==> src/rtl/img_stream.sv <==
// ---------------------------------------------------------------------------
// img_stream
//
// Reads one frame out of a frame memory in raster order and presents it as
// a valid/ready pixel stream with start-of-frame, end-of-line and
// end-of-frame sideband flags.
//
// Parameters
//   IMG_WIDTH   pixels per line
//   IMG_HEIGHT  lines per frame
//   DATA_WIDTH  bits per pixel
//
// Ports
//   clk       single clock, rising edge
//   rst       asynchronous active-high reset
//   start     one-cycle request to stream a frame
//   w_busy    frame memory write in progress (delays the start of a frame)
//   r_addr    frame memory read address
//   mem_dout  frame memory read data, valid one cycle after r_addr
//   m_data    streamed pixel
//   m_valid   m_data valid
//   m_ready   consumer accepts the current beat
//   m_sof     beat is pixel (0,0)
//   m_eol     beat is the last pixel of a line
//   m_eof     beat is the last pixel of the frame
//   busy      frame in progress
//   done      one-cycle pulse after the final beat has transferred
//
// Build option
//   IMG_STREAM_HFLIP_EN  when defined, each line is read right-to-left
//                        (horizontal mirror); sideband flags keep their
//                        stream-order meaning.
// ---------------------------------------------------------------------------
module img_stream #(
  parameter int IMG_WIDTH  = 640,
  parameter int IMG_HEIGHT = 480,
  parameter int DATA_WIDTH = 8
) (
  input  logic                                      clk,
  input  logic                                      rst,
  input  logic                                      start,
  input  logic                                      w_busy,
  output logic [$clog2(IMG_WIDTH*IMG_HEIGHT):0]     r_addr,
  input  logic [DATA_WIDTH-1:0]                     mem_dout,
  output logic [DATA_WIDTH-1:0]                     m_data,
  output logic                                      m_valid,
  input  logic                                      m_ready,
  output logic                                      m_sof,
  output logic                                      m_eol,
  output logic                                      m_eof,
  output logic                                      busy,
  output logic                                      done
);

  localparam int NPIX   = IMG_WIDTH * IMG_HEIGHT;
  localparam int ADDR_W = $clog2(NPIX) + 1;
  localparam int COL_W  = (IMG_WIDTH  > 1) ? $clog2(IMG_WIDTH)  : 1;
  localparam int ROW_W  = (IMG_HEIGHT > 1) ? $clog2(IMG_HEIGHT) : 1;
  localparam int ENT_W  = DATA_WIDTH + 3;

  localparam logic [COL_W-1:0]  COL_LAST  = COL_W'(IMG_WIDTH - 1);
  localparam logic [ROW_W-1:0]  ROW_LAST  = ROW_W'(IMG_HEIGHT - 1);
  localparam logic [ADDR_W-1:0] LINE_STEP = ADDR_W'(IMG_WIDTH);

  typedef enum logic [1:0] {
    IDLE,
    WAIT,
    READ,
    DRAIN
  } state_t;

  state_t state, state_next;

  logic [COL_W-1:0]  col;
  logic [ROW_W-1:0]  row;
  logic [ADDR_W-1:0] line_base;
  logic [COL_W-1:0]  addr_col;

  logic pend_valid, pend_sof, pend_eol, pend_eof;

  logic [ENT_W-1:0] fifo_mem [2];
  logic             wr_ptr, rd_ptr;
  logic [1:0]       fifo_cnt;
  logic [ENT_W-1:0] head;

  logic       xfer, issue, col_last, row_last, last_pix;
  logic [1:0] inflight;
  logic       done_next;

  // A beat leaves the block whenever the FIFO holds something and the
  // consumer takes it. The read that is still in the memory pipeline counts
  // towards the outstanding total, and a beat transferring this very cycle
  // frees its slot immediately; that is what lets a 2-entry FIFO sustain one
  // beat per cycle with a one-cycle memory.
  assign m_valid  = (fifo_cnt != 2'd0);
  assign xfer     = m_valid & m_ready;
  assign inflight = fifo_cnt + {1'b0, pend_valid} - {1'b0, xfer};
  assign issue    = (state == READ) && (inflight < 2'd2);

  assign col_last = (col == COL_LAST);
  assign row_last = (row == ROW_LAST);
  assign last_pix = col_last & row_last;

`ifdef IMG_STREAM_HFLIP_EN
  assign addr_col = COL_LAST - col;
`else
  assign addr_col = col;
`endif

  // The address is only driven while reading so that it sits at zero
  // whenever no frame is being fetched.
  assign r_addr = (state == READ) ? (line_base + ADDR_W'(addr_col)) : '0;

  assign busy = (state != IDLE);

  // State register.
  always_ff @(posedge clk or posedge rst) begin
    if (rst) begin
      state <= IDLE;
    end else begin
      state <= state_next;
    end
  end

  // Next-state logic. start is only looked at in IDLE, so extra pulses in
  // any other state are ignored. READ ends as soon as the final address is
  // issued; DRAIN waits for the pipeline and FIFO to empty, counting the
  // beat that transfers this cycle as already gone.
  always_comb begin
    state_next = state;
    done_next  = 1'b0;
    case (state)
      IDLE: begin
        if (start) begin
          state_next = w_busy ? WAIT : READ;
        end
      end
      WAIT: begin
        if (!w_busy) begin
          state_next = READ;
        end
      end
      READ: begin
        if (issue && last_pix) begin
          state_next = DRAIN;
        end
      end
      DRAIN: begin
        if (inflight == 2'd0) begin
          state_next = IDLE;
          done_next  = 1'b1;
        end
      end
      default: begin
        state_next = IDLE;
      end
    endcase
  end

  // done is registered so it appears the cycle after the last beat leaves.
  always_ff @(posedge clk or posedge rst) begin
    if (rst) begin
      done <= 1'b0;
    end else begin
      done <= done_next;
    end
  end

  // Raster counters. line_base tracks row*IMG_WIDTH incrementally so no
  // multiplier is needed. They fall back to zero after the final pixel,
  // leaving everything ready for the next frame.
  always_ff @(posedge clk or posedge rst) begin
    if (rst) begin
      col       <= '0;
      row       <= '0;
      line_base <= '0;
    end else if (issue) begin
      if (col_last) begin
        col <= '0;
        if (row_last) begin
          row       <= '0;
          line_base <= '0;
        end else begin
          row       <= row + ROW_W'(1);
          line_base <= line_base + LINE_STEP;
        end
      end else begin
        col <= col + COL_W'(1);
      end
    end
  end

  // One-deep tracker for the read currently in the memory pipeline. The
  // sideband flags are captured here so they meet their pixel when the
  // memory data comes back.
  always_ff @(posedge clk or posedge rst) begin
    if (rst) begin
      pend_valid <= 1'b0;
      pend_sof   <= 1'b0;
      pend_eol   <= 1'b0;
      pend_eof   <= 1'b0;
    end else begin
      pend_valid <= issue;
      pend_sof   <= (col == '0) && (row == '0);
      pend_eol   <= col_last;
      pend_eof   <= last_pix;
    end
  end

  // Two-entry output FIFO holding {sof, eol, eof, data}. The issue credit
  // guarantees it is never pushed while full. The head entry drives the
  // outputs directly, so they hold steady while the consumer stalls.
  always_ff @(posedge clk or posedge rst) begin
    if (rst) begin
      fifo_mem[0] <= '0;
      fifo_mem[1] <= '0;
      wr_ptr      <= 1'b0;
      rd_ptr      <= 1'b0;
      fifo_cnt    <= 2'd0;
    end else begin
      if (pend_valid) begin
        fifo_mem[wr_ptr] <= {pend_sof, pend_eol, pend_eof, mem_dout};
        wr_ptr           <= ~wr_ptr;
      end
      if (xfer) begin
        rd_ptr <= ~rd_ptr;
      end
      fifo_cnt <= fifo_cnt + {1'b0, pend_valid} - {1'b0, xfer};
    end
  end

  assign head   = fifo_mem[rd_ptr];
  assign m_data = head[DATA_WIDTH-1:0];
  assign m_sof  = m_valid & head[ENT_W-1];
  assign m_eol  = m_valid & head[ENT_W-2];
  assign m_eof  = m_valid & head[ENT_W-3];

endmodule

==> config.mk <==
export PLATFORM = sky130hd
export DESIGN_NAME = img_stream
export DESIGN_NICKNAME = d
export VERILOG_FILES = /design/src/rtl/img_stream.sv
export SDC_FILE = /design/constraint.sdc
export NUM_CORES = 1
export LEC_CHECK = 0
export BUFFER_PORTS_ARGS = -buffer_cell sky130_fd_sc_hd__buf_2
export CAP_MARGIN = 10
export CORE_AREA = 2 2 86 88
export DETAILED_ROUTE_END_ITERATION = 10
export DIE_AREA = 0 0 88 90
export HOLD_SLACK_MARGIN = 0.15
export PLACE_DENSITY = 0.8
export SLEW_MARGIN = 5
export SYNTH_ARGS = -nofsm -noshare
export SYNTH_HDL_FRONTEND = slang
export SYNTH_SLANG_ARGS = --single-unit
==> constraint.sdc <==
create_clock -name clk -period 2.5 [get_ports clk]
set_clock_uncertainty 0.1 [all_clocks]
set_input_delay 0.125 -clock clk [delete_from_list [all_inputs] [get_ports clk]]
set_output_delay 0.125 -clock clk [all_outputs]
set_load 0.03 [all_outputs]
[Yosys cells after proc, flatten, opt, wreduce, memory -nomap -nowiden]
Index checks and enable logic that the tools add are counted.
Storage, ports and cells
  word-level logic and storage cells: 72
  register bits: 72
Cells by class
  reductions and logical operators: 12
  equality and inequality tests: 9
  $add $sub $neg: 6
  multiplexer cells: 18
  bitwise logic cells: 9
  $lt $le $gt $ge: 4
Operator list (count)
  two-way mux 11 bit: 4
  two-way mux 20 bit: 2
  bitwise mux 22 bit: 1
  adder 20 x 10 -> 20 bit: 1
  adder 20 x 10 -> 20 bit (second input constant): 1
  demux 11 bit (select 1 bit): 1
  adder 10 x 1 -> 10 bit (second input constant): 1
  == test 10 bit (second input constant): 1
  logical NOT 10 bit: 1
  two-way mux 10 bit: 1
  two-way mux 2 bit: 5
  adder 9 x 1 -> 9 bit (second input constant): 1
  == test 9 bit (second input constant): 1
  logical NOT 9 bit: 1
  two-way mux 9 bit: 1
  case mux 2 bit (4 select lines): 1
  inequality test 2 bit (second input constant): 3
  bitwise AND 1 bit: 5
  == test 2 bit (second input constant): 2
  >= comparator 2 bit (second input constant): 2
  logical AND 1 bit: 4
  logical NOT 2 bit: 2
  inverter 1 -> 2 bit: 2
  AND reduction 4 bit: 1
  10 further kinds: 13

[Logic depth before layout (Yosys ltp)]
  depth after elaboration: 8
  mapped depth: 12
  mapped depth without buffers: 11

[Worst setup path after synthesis]
No wires, ideal clock.
  kind: reg2reg
  from: reg fifo_cnt[1]
  to: reg row[8]
  path slack: -0.267 ns
  buffers on the path: 0
  stages on the path, launching flop included: 12
  clock period less this slack: 2.767 ns
  arrival time: 2.542 ns
  required time: 2.275 ns
  cells stage by stage: dfrtp_1 > nor2_1 > nor2b_1 > ha_1 > inv_1 > ha_1 > xnor3_2 > inv_2 > nor3_4 > nand3_1 > nor3b_1 > mux2_2
Between the ends
  word-level cells in the longest chain between the ends: 6
  elaborated cells on any way between the ends: 7
Ends and longest elaborated chain
  start: declaration: RTL line 83  | logic [1:0] fifo_cnt;
  start signal: assignment: RTL line 228  | fifo_cnt <= fifo_cnt + {1'b0, pend_valid} - {1'b0, xfer};
  nonzero test 2 bit: RTL line 95  | assign m_valid = (fifo_cnt != 2'd0);
  bitwise AND 1 bit: RTL line 96  | assign xfer = m_valid & m_ready;
  net xfer: RTL line 86  | logic xfer, issue, col_last, row_last, last_pix;
  subtractor 2 x 1 -> 2 bit: RTL line 97  | assign inflight = fifo_cnt + {1'b0, pend_valid} - {1'b0, xfer};
  net inflight[1]: RTL line 87  | logic [1:0] inflight;
  < comparator 2 bit: RTL line 98  | assign issue = (state == READ) && (inflight < 2'd2);
  logical AND 1 bit: RTL line 98
  AND reduction 2 bit (no source line)
  end signal: assignment: RTL line 184  | row <= row + ROW_W'(1);
  end: declaration: RTL line 75  | logic [ROW_W-1:0] row;
The timed path passes the listed nets, and every way through them passes these cells.
A chain may end at the register's enable or synchronous reset.

[Final worst setup path]
Ends and elaborated chain as after synthesis.

==> results.json <==
{
  "status": "complete, but fails checks",
  "violations": "setup timing",
  "setup_violations": 2,
  "startpoint": "fifo_cnt[1]",
  "synth_most_common_cell": "dfrtp_1",
  "ys_seq_area_frac": 0.458,
  "synthArstFlopShare": 1.00,
  "syn_area_um2": 3550,
  "fillers": 508,
  "dpl_cell_area_um2": 3980,
  "synth_commonest_cells": "65 x dfrtp_1, 31 x mux2_2, 29 x nor2_1",
  "dp.cells": 494,
  "clk_path_buf_depth": 2,
  "clock-sinks": 65,
  "cellLeakagePower_nw": 2.15,
  "grt_overflow": 0,
  "synth_nets": 378,
  "drt_pass1_iterations": 5,
  "antenna_cells": 0,
  "dp_worst_setup_slack_ns": -0.0677,
  "period_needed_ns": 2.51,
  "grtUsageMet3": 0.0404,
  "met1_usage": 0.281,
  "critPathMaxFanout": 4,
  "stdcell_count": 533,
  "ir_drop_uv": 356,
  "numCtsBuffers": 9,
  "ys_ff_latch": 65,
  "fin_area_um2": 4570,
  "synth_top_area_share": 0.458,
  "grt_pass1_vias": 2885,
  "maxCapViolations": 0,
  "fp.dieH_um": 90,
  "wl_um": 8490,
  "core.rowCount": 31,
  "synth_edf_count": 0,
  "final_net_count": 458,
  "synth_largest_area_cell": "dfrtp_1",
  "dpl.hpwl_um": 5600,
  "drt-initial-drc-count": 175,
  "antenna_found_initial": 0,
  "clk_pin_slew_ns": 0.07,
  "cts-root-buf": "clkbuf_8",
  "initial_core_util": 0.506,
  "gp_congestion": 0.938,
  "power.density_nw_per_um2": 917,
  "boundaryPins": 47,
  "grt_first_pass_wirelength_um": 13700,
  "cts_tree": "built",
  "critPathArrivalTime_ns": 2.64,
  "synthTopCellsByArea": "dfrtp_1 46%, mux2_2 9.8%, ha_1 5.3%",
  "synthToLayoutAreaGrowth_pct": 28.9,
  "vias": 2948,
  "finalCritPeriodShare": 1.00,
  "criticalPathCategory": "flop to flop",
  "slew_viol_final": 0,
  "drcViolationCount": 0,
  "critPathCapture": "row[8]",
  "drt-vias-per-instance": 5.53,
  "rsz0062_at_grt": "yes",
  "h-tree-depth": 3,
  "clk_latency_ns": 0.34,
  "worstMarginPinSlew_ns": 0.707,
  "grt_max_degree": 35,
  "hold_viol_final": 0,
  "drive_gt1_frac": 0.334,
  "yosys.cell_types.count": 43,
  "grt_most_used_layer": "met2",
  "avgSynthCellArea_um2": 10.1,
  "postRouteAntennaNets": 0,
  "setup_tns_ns": -0.0102,
  "dieArea_um2": 7920,
  "synth_cells": 350,
  "start_kind": "flop",
  "r2r-end": "row[8]",
  "critPathRequiredTime_ns": 2.63,
  "fmax_mhz": 399,
  "core_region_area_um2": 7020,
  "slew_headroom": 0.528,
  "reg2regPathDepth": 12,
  "setup_slack_ns": -0.00752,
  "met2_usage": 0.354,
  "synth_ff_type": "dfrtp_1",
  "io_buffers": 46,
  "yosysWarnings": 0,
  "grt_usage": 0.216,
  "die_x_um": 88,
  "regToRegSetupSlack_ns": -0.008,
  "cp-end-kind": "flop",
  "r2r-start": "fifo_cnt[1]",
  "routedWlPerCell_um": 15.9,
  "hp-class": "input port to flop"
}
==> flip-flops by register name, summed over array words and instances, names as in the netlist, 2 cells and up <==
| register | flops |
|---|---|
| fifo_mem | 22 |
| row | 9 |
| state | 2 |
| line_base | 13 |
| fifo_cnt | 2 |
| addr_col | 10 |
==> cells in the final DEF, fill, tap and decap left out, drive strengths merged, types with 2 or more instances in the layout <==
cell type    count
mux2            31
nor3             9
dfrtp           65
a21oi            8
clkinv           2
nor4b            3
nand2           23
o31ai            4
and2            11
nand4            7
o21ai           22
and3             4
inv             18
buf             74
dlygate4sd3     11
nor2b            4
xnor2           19
bufinv           3
nor3b            3
mux2i            7
xor2             5
nand3           19
nor2            29
a21o             3
nor4             6
ha              15
clkbuf           9
or3              5
==> per-stage QoR <==
| step | total power, mW | utilization | hold WS [ns] |
|---|---|---|---|
| 6_report | 4.19 | 0.652 | 0.257 |
| 5_1_grt | 4.44 | 0.652 | 0.277 |
| 4_1_cts | 4.11 | 0.621 | 0.187 |
| 3_5_place_dp | 3.02 | 0.567 | 0.186 |
| 3_3_place_gp | 2.96 | 0.567 | 0.171 |
| 2_1_floorplan | 2.61 | - | 0.176 |
==> metal layers <==
layer,up-vias,part of all wire
met4,0,0.025
li1,1381,-
met5,-,0
met1,1420,0.41
met2,124,0.51
met3,23,0.053
==> critical path, stage by stage (launching register included) <==
cell,delay [ns]
dfrtp_1,0.39
nor2_2,0.15
nor2b_2,0.06
ha_1,0.27
inv_1,0.04
ha_2,0.16
xnor3_2,0.26
inv_2,0.07
nor3_4,0.16
buf_6,0.16
nand3_4,0.08
nor3b_4,0.19
mux2_4,0.31
==> cell type report <==
cell class	count	area [um2]	share of cell area
Clock inverter	6	108	0.0235
Clock buffer	9	124	0.0271
Multi-Input combinational cell	251	1940	0.423
Sequential cell	65	1630	0.356
Inverter	18	67.6	0.0148
Timing Repair Buffer	85	588	0.129
Tap cell	99	124	0.0271
==> how the worst min path moves through the flow <==
stage | start | endpoint | cells after the start
final | start | state[1] | 4
after global routing | start | state[1] | 4
after CTS | start | state[1] | 4
after detailed placement | rst | fifo_mem[18] | 2
after global placement | rst | fifo_mem[14] | 2
after floorplan | mem_dout[0] | fifo_mem[0] | 1
==> repair_timing <==
item / CTS / global route
pin swaps: 1 / 5
setup endpoints to repair: 13 / 32
resized for setup: 6 / 31
hold buffers: 11 / 0
setup buffers: 1 / 11
gates cloned: 0 / 1
hold endpoints to repair: 52 / 0
==> report_power, final <==
group	leakage, nW	switching (mW)	internal, mW
logic	1.19	0.930	0.704
clock network	0.115	0.405	0.653
registers	0.845	0.209	1.29
==> cell families (layout without fill, tap and decap cells) <==
kind of cell,after synthesis,in the layout,share of synthesized area
mux,38,38,0.118
compound gates,43,43,0.0730
fa+ha+maj,15,15,0.0529
flops,65,65,0.458
buf+inv,34,118,0.0370
simple gates,130,130,0.195
xor+xnor,25,25,0.0659
No activity file was read; power rests on OpenSTA's default activity.
